<file path="config.mk">
export PLATFORM = sky130hd
export DESIGN_NAME = msk_rnd_source
export DESIGN_NICKNAME = d
export VERILOG_FILES = /design/src/rtl/msk_rnd_pkg.sv /design/src/rtl/msk_lfsr_adv.sv /design/src/rtl/msk_rnd_source.sv
export SDC_FILE = /design/constraint.sdc
export NUM_CORES = 1
export LEC_CHECK = 0
export ABC_AREA = 1
export CAP_MARGIN = 20
export CORE_MARGIN = 5
export CORE_UTILIZATION = 45
export DETAILED_ROUTE_END_ITERATION = 10
export PLACE_DENSITY = 0.79
export SKIP_CTS_REPAIR_TIMING = 1
export SKIP_LAST_GASP = 1
export SLEW_MARGIN = 30
export SYNTH_ARGS = -nofsm -noshare
export SYNTH_HDL_FRONTEND = slang
export SYNTH_SLANG_ARGS = --single-unit
</file>
<file path="constraint.sdc">
create_clock -name clk -period 1.8 [get_ports clk]
set_input_delay 0.36 -clock clk [delete_from_list [all_inputs] [get_ports clk]]
set_output_delay 0.36 -clock clk [all_outputs]
set_load 0.05 [all_outputs]
</file>
<file path="src/rtl/msk_rnd_pkg.sv">
`default_nettype none
// ============================================================================
// Module  : msk_rnd_pkg
// Purpose : Shared types and constants for the masked-gadget randomness source.
// Revision: 1.0
// ============================================================================
package msk_rnd_pkg;

   typedef enum logic [1:0] {
      ST_IDLE   = 2'd0,
      ST_WARMUP = 2'd1,
      ST_RUN    = 2'd2
   } state_e;

   localparam int LFSR_W = 32;
   localparam int TAP_A  = 31;
   localparam int TAP_B  = 21;
   localparam int TAP_C  = 1;
   localparam int TAP_D  = 0;

   // An all-zero LFSR is a fixed point, so a zero seed is replaced by this.
   localparam logic [LFSR_W-1:0] ZERO_SEED_SUB = 32'h1;

   function automatic logic [LFSR_W-1:0] lfsr_step(input logic [LFSR_W-1:0] s);
      return {s[LFSR_W-2:0], s[TAP_A] ^ s[TAP_B] ^ s[TAP_C] ^ s[TAP_D]};
   endfunction

endpackage
`default_nettype wire

</file>
<file path="src/rtl/msk_lfsr_adv.sv">
`default_nettype none
// ============================================================================
// Module  : msk_lfsr_adv
// Purpose : Combinational N_RND-step advance of the 32-bit Fibonacci LFSR.
// Revision: 1.0
// ============================================================================
module msk_lfsr_adv
   import msk_rnd_pkg::*;
#(
   parameter int N_RND = 2
)(
   input  logic [LFSR_W-1:0] s_in,
   output logic [LFSR_W-1:0] s_out
);

   logic [LFSR_W-1:0] stage [0:N_RND];

   assign stage[0] = s_in;

   for (genvar i = 0; i < N_RND; i++) begin : g_step
      assign stage[i+1] = lfsr_step(stage[i]);
   end

   assign s_out = stage[N_RND];

endmodule
`default_nettype wire

</file>
<file path="src/rtl/msk_rnd_source.sv">
`default_nettype none
// ============================================================================
// Module  : msk_rnd_source
// Purpose : Seeded, warmed-up LFSR producer for gadget randomness with reseed
//           budget; optional repetition health test under MSK_RND_BIST_EN.
// Revision: 1.0
// ============================================================================
module msk_rnd_source
   import msk_rnd_pkg::*;
#(
   parameter int N_RND           = 2,
   parameter int WARMUP_CYC      = 4,
   parameter int RESEED_INTERVAL = 16'hFFFF,
   parameter int HEALTH_LIMIT    = 8
)(
   input  logic              clk,
   input  logic              rst_n,
   input  logic [31:0]       seed,
   input  logic              seed_valid,
   output logic              seed_ready,
   output logic [N_RND-1:0]  rnd,
   output logic              rnd_valid,
   input  logic              rnd_ready,
   output logic              reseed_req,
   output logic              health_fail
);

   localparam logic [7:0]  WARM_LAST = 8'(WARMUP_CYC - 1);
   localparam logic [15:0] CNT_MAX   = 16'(RESEED_INTERVAL);

   state_e            state, state_nx;
   logic [LFSR_W-1:0] s, s_nx, s_adv, s_seed;
   logic [7:0]        warm, warm_nx;
   logic [15:0]       cnt, cnt_nx;
   logic              reseed_nx;
   logic              seed_acc, rnd_acc;

   msk_lfsr_adv #(.N_RND(N_RND)) u_adv (
      .s_in  (s),
      .s_out (s_adv)
   );

   assign s_seed     = (seed == '0) ? ZERO_SEED_SUB : seed;
   assign seed_ready = rst_n && (state != ST_WARMUP);
   assign rnd        = s[N_RND-1:0];
   assign seed_acc   = seed_valid && seed_ready;
   assign rnd_acc    = rnd_valid && rnd_ready;

   // A seed load takes priority; a word accepted in the same cycle is dropped.
   always_comb begin
      state_nx  = state;
      s_nx      = s;
      warm_nx   = warm;
      cnt_nx    = cnt;
      reseed_nx = reseed_req;
      if (seed_acc) begin
         s_nx      = s_seed;
         cnt_nx    = '0;
         reseed_nx = 1'b0;
         warm_nx   = '0;
         state_nx  = (WARMUP_CYC > 0) ? ST_WARMUP : ST_RUN;
      end else begin
         case (state)
            ST_WARMUP: begin
               s_nx    = s_adv;
               warm_nx = warm + 8'd1;
               if (warm == WARM_LAST) state_nx = ST_RUN;
            end
            ST_RUN: begin
               if (rnd_acc) begin
                  s_nx = s_adv;
                  if (cnt != CNT_MAX) cnt_nx = cnt + 16'd1;
                  reseed_nx = (cnt_nx == CNT_MAX);
               end
            end
            default: ;
         endcase
      end
   end

   always_ff @(posedge clk) begin
      if (!rst_n) begin
         state      <= ST_IDLE;
         s          <= '0;
         warm       <= '0;
         cnt        <= '0;
         reseed_req <= 1'b0;
      end else begin
         state      <= state_nx;
         s          <= s_nx;
         warm       <= warm_nx;
         cnt        <= cnt_nx;
         reseed_req <= reseed_nx;
      end
   end

`ifdef MSK_RND_BIST_EN
   localparam logic [7:0] REP_LIMIT = 8'(HEALTH_LIMIT);

   logic [N_RND-1:0] prev;
   logic             have_prev;
   logic             fail;
   logic [7:0]       rep, rep_inc;

   assign rep_inc     = rep + 8'd1;
   assign rnd_valid   = (state == ST_RUN) && !fail;
   assign health_fail = fail;

   // rep holds the length of the current run of identical accepted words.
   always_ff @(posedge clk) begin
      if (!rst_n || seed_acc) begin
         prev      <= '0;
         have_prev <= 1'b0;
         rep       <= '0;
         fail      <= 1'b0;
      end else if (rnd_acc) begin
         prev      <= rnd;
         have_prev <= 1'b1;
         if (have_prev && (rnd == prev)) begin
            rep <= rep_inc;
            if (rep_inc >= REP_LIMIT) fail <= 1'b1;
         end else begin
            rep <= 8'd1;
         end
      end
   end
`else
   logic [7:0] unused_health_limit;

   assign unused_health_limit = 8'(HEALTH_LIMIT);
   assign rnd_valid           = (state == ST_RUN);
   assign health_fail         = 1'b0;
`endif

endmodule
`default_nettype wire

</file>
## Word level (Yosys, flattened, before mapping)

Cells that the tools add are included.

- Register bits: 59
- Input port bits: 36
- Output and inout bits: 6
- Word-level logic and storage cells: 45

- Add/subtract/negate cells: 2
- Eq/ne operators: 7
- Muxes and demuxes: 11
- Bitwise gates (word level): 7
- Reductions and logical operators: 12

Operators with widths:

| kind | number |
|---|---|
| $mux W32 | 3 |
| $mux W16 | 4 |
| $pmux W32 S2 | 1 |
| $logic_not A32 Y1 | 1 |
| $add A16 B1 Y16 const B | 1 |
| $eq A16 B16 Y1 const B | 1 |
| $ne A16 B16 Y1 const B | 1 |
| $add A8 B1 Y8 const B | 1 |
| $eq A8 B2 Y1 const B | 1 |
| $reduce_and A2 Y1 | 4 |
| $xor A1 B1 Y1 | 6 |
| $reduce_bool A2 Y1 | 2 |
| $logic_and A1 B1 Y1 | 3 |
| $mux W1 | 3 |
| $ne A3 B1 Y1 const B | 1 |
| $reduce_bool A3 Y1 | 1 |
| $eq A2 B1 Y1 const B | 1 |
| $eq A2 B2 Y1 const B | 1 |
| $ne A2 B1 Y1 const B | 1 |
| $reduce_or A2 Y1 | 1 |
| $not A1 Y1 | 1 |

## Depth between registers and ports, before layout

Gate-level depths: netlist of run 1.

- Word-level depth: 7
- Mapped depth: 11
- Mapped depth without buffers: 11

## By module

From an unflattened synthesis of run 1, not the netlist that was laid out.

- Cells, all modules: 508
- Area total of the unflattened synthesis: 3,447.1 µm²

By module, submodules not included:

| module | times used | cells each | area each (µm²) | sequential area each (µm²) |
|---|---|---|---|---|
| msk_rnd_source | 1 | 460 | 3,118.0 | 1,181.1 |
| msk_lfsr_adv | 1 | 48 | 329.1 | 0.0 |

## Worst setup path before layout of run 1

No wires, ideal clock.

- Path type: register to register
- From: register state[1]
- To: register s[15]
- Setup time: 0.120 ns
- Arrival time: 1.960 ns
- Required time: 1.680 ns
- Path slack: -0.280 ns
- Stages on the path, launching flop included: 9
- Buffers on the path: 1
- Clock period less this slack: 2.080 ns
- Path through: dfxtp_1 -> inv_1 -> nor2_1 -> nand2_1 -> nand3_4 -> inv_2 -> buf_2 -> a21oi_1 -> a21oi_1

- Elaborated cells on any way between the ends: 11
- Those cells by class: eq/ne: 4; mux: 2; reduce/logical: 5

RTL lines:

| element | RTL line | text |
|---|---|---|
| from (decl) | msk_rnd_source.sv:31 | `state_e state, state_nx;` |
| from (signal assigned) | msk_rnd_source.sv:89 | `state <= state_nx;` |
| $eq A2 B2 Y1 * | msk_rnd_source.sv:131 | `assign rnd_valid = (state == ST_RUN);` |
| net rnd_valid | msk_rnd_source.sv:22 | `output logic rnd_valid,` |
| $logic_and A1 B1 Y1 | msk_rnd_source.sv:47 | `assign rnd_acc = rnd_valid && rnd_ready;` |
| $ne A3 B1 Y1 (no source line) | -- |  |
| $reduce_and A2 Y1 (no source line) | -- |  |
| to (signal assigned) | msk_rnd_source.sv:90 | `s <= s_nx;` |
| to (decl) | msk_rnd_source.sv:32 | `logic [LFSR_W-1:0] s, s_nx, s_adv, s_seed;` |

The timed path passes the listed nets; every way through them passes the cells marked *.
A chain may end at the register's enable or synchronous reset.

## Worst setup path in the final report of run 1

- From: register cnt[0]
- To: register reseed_req

- Longest elaborated chain between the ends: 6
- Elaborated cells on any way between the ends: 7
- Those cells by class: add/sub: 1; eq/ne: 2; mux: 4

RTL lines:

| element | RTL line | text |
|---|---|---|
| from (decl) | msk_rnd_source.sv:34 | `logic [15:0] cnt, cnt_nx;` |
| from (signal assigned) | msk_rnd_source.sv:92 | `cnt <= cnt_nx;` |
| $add A16 B1 Y16 / $ne A16 B16 Y1 (equally long branches) | msk_rnd_source.sv:72 | `if (cnt != CNT_MAX) cnt_nx = cnt + 16'd1;` |
| $mux W16 * | msk_rnd_source.sv:72 |  |
| $mux W16 * | msk_rnd_source.sv:70 | `if (rnd_acc) begin` |
| $mux W16 * | msk_rnd_source.sv:63 | `case (state)` |
| $mux W16 * | msk_rnd_source.sv:56 | `if (seed_acc) begin` |
| $eq A16 B16 Y1 * | msk_rnd_source.sv:73 | `reseed_nx = (cnt_nx == CNT_MAX);` |
| to (signal assigned) | msk_rnd_source.sv:93 | `reseed_req <= reseed_nx;` |
| to (decl) | msk_rnd_source.sv:24 | `output logic reseed_req,` |

Every way passes the cells marked *; elsewhere a longest branch is shown, timed or not. The select of a mux whose other input is x is not followed.

==> implementation parameters, run 1 <==
Parameter                              Value

Place
  Detailed-placement wirelength estimate ... 6.09 mm
  Count of placed standard cells including taps ... 615
  Routability congestion estimate from global placement ... 0.914
  Number of buffers added on ports ... 40
  Pre-CTS setup slack ... -0.114 ns
  Area post-placement ... 0.00386 sq mm

Clock network
  Insertion delay of the later-clocked pin in the worst-skew pair ... 0.33 ns
  Clk Tree Root Cell ... clkbuf_8
  CTS tree ... built
  Number of clock buffers inserted by TritonCTS ... 9
  Register clock-pin slew on the reported worst setup and hold paths ... 0.06 ns
  Clock tree sinks ... 59
  Largest buffer count on any clock path ... 2
  CTS H-tree depth ... 3

Floorplan
  Std-Cell Rows ... 30
  Die ar. ... 0.00895 sq mm
  Initial Utilization ... between 40% and 50%
  Die Height ... around 95 microns
  Floorplan die width ... 94.6 microns
  Number of I/O pins ... between 40 and 50
  Floorplan core area ... around 0.0069 sq mm

Global route
  Via count of the first global-routing pass ... 3,331
  Global-route wire length before repair ... 14.2 mm
  Pin count of the biggest net entering global routing ... 34
  Initial antenna violation count ... 0
  Total global routing overflow ... 0
  Total GRT Usage ... 19.8%

STA
  Final worst slack ... about 0.032 ns
  RSZ-0062 raised after global routing ... true
  Setup TNS Final ... 0 ns
  Final critical path time including I/O delays and setup ... ~1.8 ns
  Fin. Hold Viols ... 0
  Maximum clock frequency ... 566 MHz
  Setup-violating endpoint count in the final report ... 0
  Ratio of final minimum period to clock period ... 98.2%
  Final Max Slew Viols ... 0
  Worst setup skew after layout ... 0.0113 ns
  Worst Hold Slack ... ~0.48 ns

Pwr
  Share of total power consumed by net switching ... a little over a quarter
  Net Switching ... 885 uW
  Clock group share of total power ... ~37%
  Design internal power ... 2.36 mW
  Total power divided by cell area ... 797 mW/mm^2
  Sequential group share of total power ... 45.3%
  Worst supply voltage drop on vdd ... 0.497 mV
  Total power after layout ... 3.24 mW
  Part of the total power dissipated in combinational logic ... 17.3%
  Leakage Power ... ~1.6 nW

Yosys
  Post-Synthesis Net Count ... 510
  Number of enable flip-flop cells after synthesis ... 0
  Share of synthesized area occupied by flip-flops and latches ... 36.7%
  Avg Inst Size Synth ... just under 7 sq um
  Post-synthesis cell type with the largest combined area ... dfxtp_1
  Number of distinct library cells after synthesis ... 36
  Cells taking the most area after synthesis ... dfxtp_1 (37%), nand2_1 (11%), a21oi_1 (9.8%), o21ai_0 (6.5%), nor2_1 (5.2%)
  Cell area after technology mapping ... 0.00322 sq mm
  Number of register bits inferred by synthesis ... 59
  Flip-flop cell with the highest count after synthesis ... dfxtp_1
  Area share of the leading cell type in the synthesized netlist ... 36.7%
  Warning count from the yosys run ... 0
  Synthesized netlist cell count ... 472
  Fraction of registers with async set or reset after synthesis ... 0%

Route
  Sum of routed wire length over all layers ... 8.25 mm
  Antenna Violating Nets Remaining ... 0
  DR vias/cell ... 5.32
  Wire length on met2 ... 4.15 mm
  Number of optimization iterations in the first detailed-route pass ... 4
  Drc violations ... 0
  Top routing layer in use ... met4
  Routed wirelength normalized by instance count ... 13.1 microns
  Via total after detailed routing ... 3,352
  Routed metal-1 wirelength ... 3.46 mm
  Wire length on met3 ... 433 microns
  Number of violations reported at the end of detailed-routing iteration 0 ... 114

Cells and area
  Inserted Diodes ... 0
  Layout cells sized above 1 ... between 10% and 20%
  Cell area after layout ... 0.00407 sq mm
  Register Area ... 0.00118 sq mm
  Post-synthesis to final-layout area growth ... 26.4%
  Final standard cell count with taps included and fillers excluded ... 630
  Total Nets Final ... 568
  Combined area of the multi-input logic cells ... 0.00176 sq mm
  Filler cell count ... 629
  Post-route core utilization ... 59.2%

Setup path
  Required time worst endpoint ... slightly above 2 ns
  Startpoint kind of the worst setup timing path ... flop
  Arrival @ worst endpoint ... 2.03 ns
  Critical path start-end classification ... reg2reg
  CP Capture Type ... flop
  Crit path max fanout ... 4

Worst hold path
  Hold Crit Class ... reg2reg

Run
  Max-Cap Viols ... 0

Outcome
  Outcome ... finished clean
==> state kept, by name, indices dropped and copies added, names as in the netlist <==
signal,count
state,2
reseed_req,1
warm,8
cnt,16
s,32
==> layer usage <==
metal	vias to the layer above	global-route usage (%)
met4	0	8.77
met2	102	33.0
met1	1539	23.9
met5	-	0
li1	1685	-
met3	26	5.18
==> critical path, cell delays in order, from the launching register on <==
cell	delay, ns
dfxtp_1	0.34
ha_2	0.23
nand2_1	0.08
nor2_2	0.12
nand2_2	0.08
nor2_1	0.17
nand3_1	0.13
nand2_1	0.09
nand3_1	0.10
nor2_1	0.13
nand3_1	0.11
a21oi_2	0.12
==> synthesized netlist by cell type (2+ instances only) <==
master,n
a211oi_1,4
a211oi_2,2
a21oi_1,63
a31oi_1,5
buf_2,9
buf_4,3
buf_6,2
clkbuf_1,8
dfxtp_1,59
ha_1,2
inv_1,42
inv_2,7
nand2_1,96
nand2_2,6
nand3_1,27
nand3_2,2
nand3_4,2
nand4_1,10
nor2_1,45
nor2_2,5
nor2_4,3
nor3_1,5
o211ai_1,4
o21a_1,2
o21ai_0,42
xnor2_1,3
xor2_1,5
==> cells in the final DEF, fill, tap and decap left out, drive strengths merged, types with 2 or more instances in the layout <==
master / count
a211oi: 6
a21oi: 64
a31oi: 5
buf: 34
clkbuf: 13
clkdlybuf4s50: 35
dfxtp: 59
ha: 2
inv: 49
nand2: 103
nand3: 31
nand4: 10
nor2: 53
nor3: 5
nor3b: 2
o211ai: 4
o21a: 2
o21ai: 43
xnor2: 3
xor2: 5
==> worst paths after layout <==
| check | from | endpoint | slack, ns | cells past startpoint |
|---|---|---|---|---|
| max reg2reg | cnt[0]$_SDFFE_PP0P_ | reseed_req$_SDFFE_PP0P_ | 0.03 | 11 |
| max | cnt[0]$_SDFFE_PP0P_ | reseed_req$_SDFFE_PP0P_ | 0.03 | 11 |
| min | s[16]$_SDFFE_PN0P_ | s[18]$_SDFFE_PN0P_ | 0.48 | 2 |
| min reg2reg | s[16]$_SDFFE_PN0P_ | s[18]$_SDFFE_PN0P_ | 0.48 | 2 |
==> cell families (layout without fill, tap and decap cells) <==
group                      Yosys count  after routing  synth area share [%]
adders and majority gates            2              2                 0.777
AOI/OAI and AO/OA                  125            125                  21.2
other                                1              1                 0.116
xor gates and xnor gates             8              8                  2.18
and+or+nand+nor                    206            206                  29.6
DFF                                 59             59                  36.7
buffers and inverters               71            133                  9.44
==> layout make-up <==
class	instances	area share (%)
Sequential cell	59	29.1
Timing Repair Buffer	69	15.5
Multi-Input combinational cell	342	43.2
Inverter	49	4.52
Clock buffer	13	3.91
Clock inverter	2	0.861
Tap cell	96	2.95
==> power by group through the flow <==
stage / Combinational, mW / Sequential (mW) / Clock (mW)
4_1_cts: 0.561 / 1.47 / 1.24
5_1_grt: 0.622 / 1.48 / 1.30
2_1_floorplan: 0.371 / 1.48 / 0
6_report: 0.560 / 1.47 / 1.21
3_3_place_gp: 0.544 / 1.49 / 0
3_5_place_dp: 0.557 / 1.49 / 0
Power figures use the tool's default switching activity.
==> inputs of run 2 (changes only) <==
--- a/config.mk
+++ b/config.mk
@@ -7,7 +7,6 @@
 export LEC_CHECK = 0
 export ABC_AREA = 1
 export CAP_MARGIN = 20
-export CORE_MARGIN = 5
 export CORE_UTILIZATION = 45
 export DETAILED_ROUTE_END_ITERATION = 10
 export PLACE_DENSITY = 0.79
==> implementation parameters, run 2 (synthesized netlist as in run 1, its figures left out) <==
Parameter                              Value

Setup path
  Length in cells of the worst reg-to-reg path ... 11 (unchanged)
  Critical path start-end classification ... in2out (was reg2reg)
  CP Capture Type ... output port (was flop)
  Arrival @ worst endpoint ... 1.38 ns (was 2.03 ns)
  Startpoint kind of the worst setup timing path ... input port (was flop)
  Crit path max fanout ... 2 (was 4)
  Required time worst endpoint ... 1.44 ns (was 2.07 ns)

Cells and area
  Combined area of the multi-input logic cells ... 0.00178 sq mm (was 0.00176 sq mm)
  Inserted Diodes ... 0 (unchanged)
  Cell area after layout ... 0.00410 sq mm (was 0.00407 sq mm)
  Reg with most FFs ... s (unchanged)
  Filler cell count ... 618 (was 629)
  Total Nets Final ... 569 (was 568)
  Commonest cells after routing, fill and taps aside ... nand2_1 (96), a21oi_1 (63), dfxtp_1 (59) (was nand2_1 (96), a21oi_1 (63), dfxtp_1 (58))
  Post-synthesis to final-layout area growth ... 27.4% (was 26.4%)
  Registers with the highest flip-flop counts ... s: 32 flops, cnt: 16 flops, warm: 8 flops (unchanged)
  Layout cells sized above 1 ... 16.1% (was 15.9%)
  Register Area ... 0.00118 sq mm (about the same)
  Number of flip-flops under the largest register name ... 32 (unchanged)
  Most common library cell in the layout ignoring fill and taps ... nand2_1 (unchanged)
  Final standard cell count with taps included and fillers excluded ... 630 (unchanged)

STA
  Final critical path time including I/O delays and setup ... 1.74 ns (was 1.77 ns)
  Ratio of final minimum period to clock period ... 96.4% (was 98.2%)
  Final Max Slew Viols ... 0 (unchanged)
  Worst setup skew after layout ... 0.00852 ns (was 0.0113 ns)
  Fin. Hold Viols ... 0 (unchanged)
  Maximum clock frequency ... 576 MHz (was 566 MHz)
  Setup-violating endpoint count in the final report ... 0 (unchanged)

Route
  Antenna Violating Nets Remaining ... 0 (unchanged)
  DR vias/cell ... 5.33 (was 5.32)
  Routed wirelength normalized by instance count ... 13.0 microns (was 13.1 microns)
  Via total after detailed routing ... 3,358 (was 3,352)
  Sum of routed wire length over all layers ... 8.16 mm (was 8.25 mm)
  Drc violations ... 0 (unchanged)
  Number of optimization iterations in the first detailed-route pass ... 5 (was 4)
  Number of violations reported at the end of detailed-routing iteration 0 ... 187 (was 114)

Pwr
  Worst supply voltage drop on vdd ... 0.614 mV (was 0.497 mV)
  Leakage Power ... 1.63 nW (was 1.62 nW)
  Total power divided by cell area ... 781 mW/mm^2 (was 797 mW/mm^2)

Floorplan
  Floorplan core area ... 0.00687 sq mm (unchanged)
  Std-Cell Rows ... 30 (unchanged)
  Number of I/O pins ... 42 (unchanged)
  Initial Utilization ... 46.9% (unchanged)
  Floorplan die width ... 86.6 microns (was 94.6 microns)
  Die ar. ... 0.00750 sq mm (was 0.00895 sq mm)
  Die Height ... 86.6 microns (was 94.6 microns)

Clock network
  CTS tree ... built (unchanged)
  Number of clock buffers inserted by TritonCTS ... 9 (unchanged)
  Insertion delay of the later-clocked pin in the worst-skew pair ... 0.34 ns (was 0.33 ns)
  Clock tree sinks ... 59 (unchanged)
  Clk Tree Root Cell ... clkbuf_8 (unchanged)
  CTS H-tree depth ... 3 (unchanged)
  Largest buffer count on any clock path ... 2 (unchanged)
  Register clock-pin slew on the reported worst setup and hold paths ... 0.06 ns (about the same)

Place
  Number of buffers added on ports ... 40 (unchanged)
  Count of placed standard cells including taps ... 614 (was 615)
  Routability congestion estimate from global placement ... 0.895 (was 0.914)
  Area post-placement ... 0.00387 sq mm (was 0.00386 sq mm)
  Detailed-placement wirelength estimate ... 5.81 mm (was 6.09 mm)

Global route
  Via count of the first global-routing pass ... 3,094 (was 3,331)
  Total GRT Usage ... 23.0% (was 19.8%)
  Global-route wire length before repair ... 13.6 mm (was 14.2 mm)
  Pin count of the biggest net entering global routing ... 34 (unchanged)
  Initial antenna violation count ... 0 (unchanged)
  Total global routing overflow ... 0 (unchanged)

Run
  Max-Cap Viols ... 0 (unchanged)

Outcome
  Outcome ... finished clean (unchanged)

Worst hold path
  Hold Crit Class ... reg2reg (unchanged)
  Worst Hold Depth ... 2 (unchanged)
[run 2: cell count changes in the layout (fill, tap and decap cells not counted), sizes merged]
cell	delta
clkbuf	-2
clkinv	+1
nand3	+1
[run 2: per-stage QoR]
stage	total power, mW	setup slack [ns]	utilization [%]	hold slack, ns	TNS [ns]
after floorplan	1.85	0.0310	-	0.440	0
after global placement	2.04	-0.0622	56.4	0.451	-0.425
after detailed placement	2.06	-0.109	56.4	0.460	-2.84
after CTS	3.21	0.0399	59.1	0.474	0
after global routing	3.36	-0.0450	59.7	0.500	-0.0450
final	3.20	0.0647	59.7	0.474	0
[run 2: critical path, stage by stage]
cell and delay (ns):
clkdlybuf4s50_1 0.51, inv_1 0.09, nor2_4 0.14, buf_4 0.14
buf_12 0.12
[run 2: cell type report]
class                           count  area share [%]
Multi-Input combinational cell    343            43.4
Clock inverter                      3           0.976
Sequential cell                    59            28.8
Inverter                           49            4.48
Timing Repair Buffer               69            16.0
Tap cell                           96            2.93
Clock buffer                       11            3.45
[run 2: power breakdown]
part           switching (mW)  internal (mW)
Combinational           0.319          0.249
Sequential             0.0617           1.41
Clock                   0.508          0.657
Total                   0.889           2.31
[run 2: worst paths after layout]
kind	start	end	slack, ns
worst max-delay path	rst_n	seed_ready	0.06
worst min register to register	s[16]$_SDFFE_PN0P_	s[18]$_SDFFE_PN0P_	0.47
worst max register to register	cnt[0]$_SDFFE_PP0P_	reseed_req$_SDFFE_PP0P_	0.07
worst min-delay path	s[16]$_SDFFE_PN0P_	s[18]$_SDFFE_PN0P_	0.47
[run 2: metal layers]
| layer | global-route usage, % | wire length, microns |
|---|---|---|
| met4 | 9.70 | 187 |
| met5 | 0 | 0 |
| met2 | 39.1 | 4020 |
| met3 | 5.33 | 487 |
| met1 | 27.9 | 3470 |
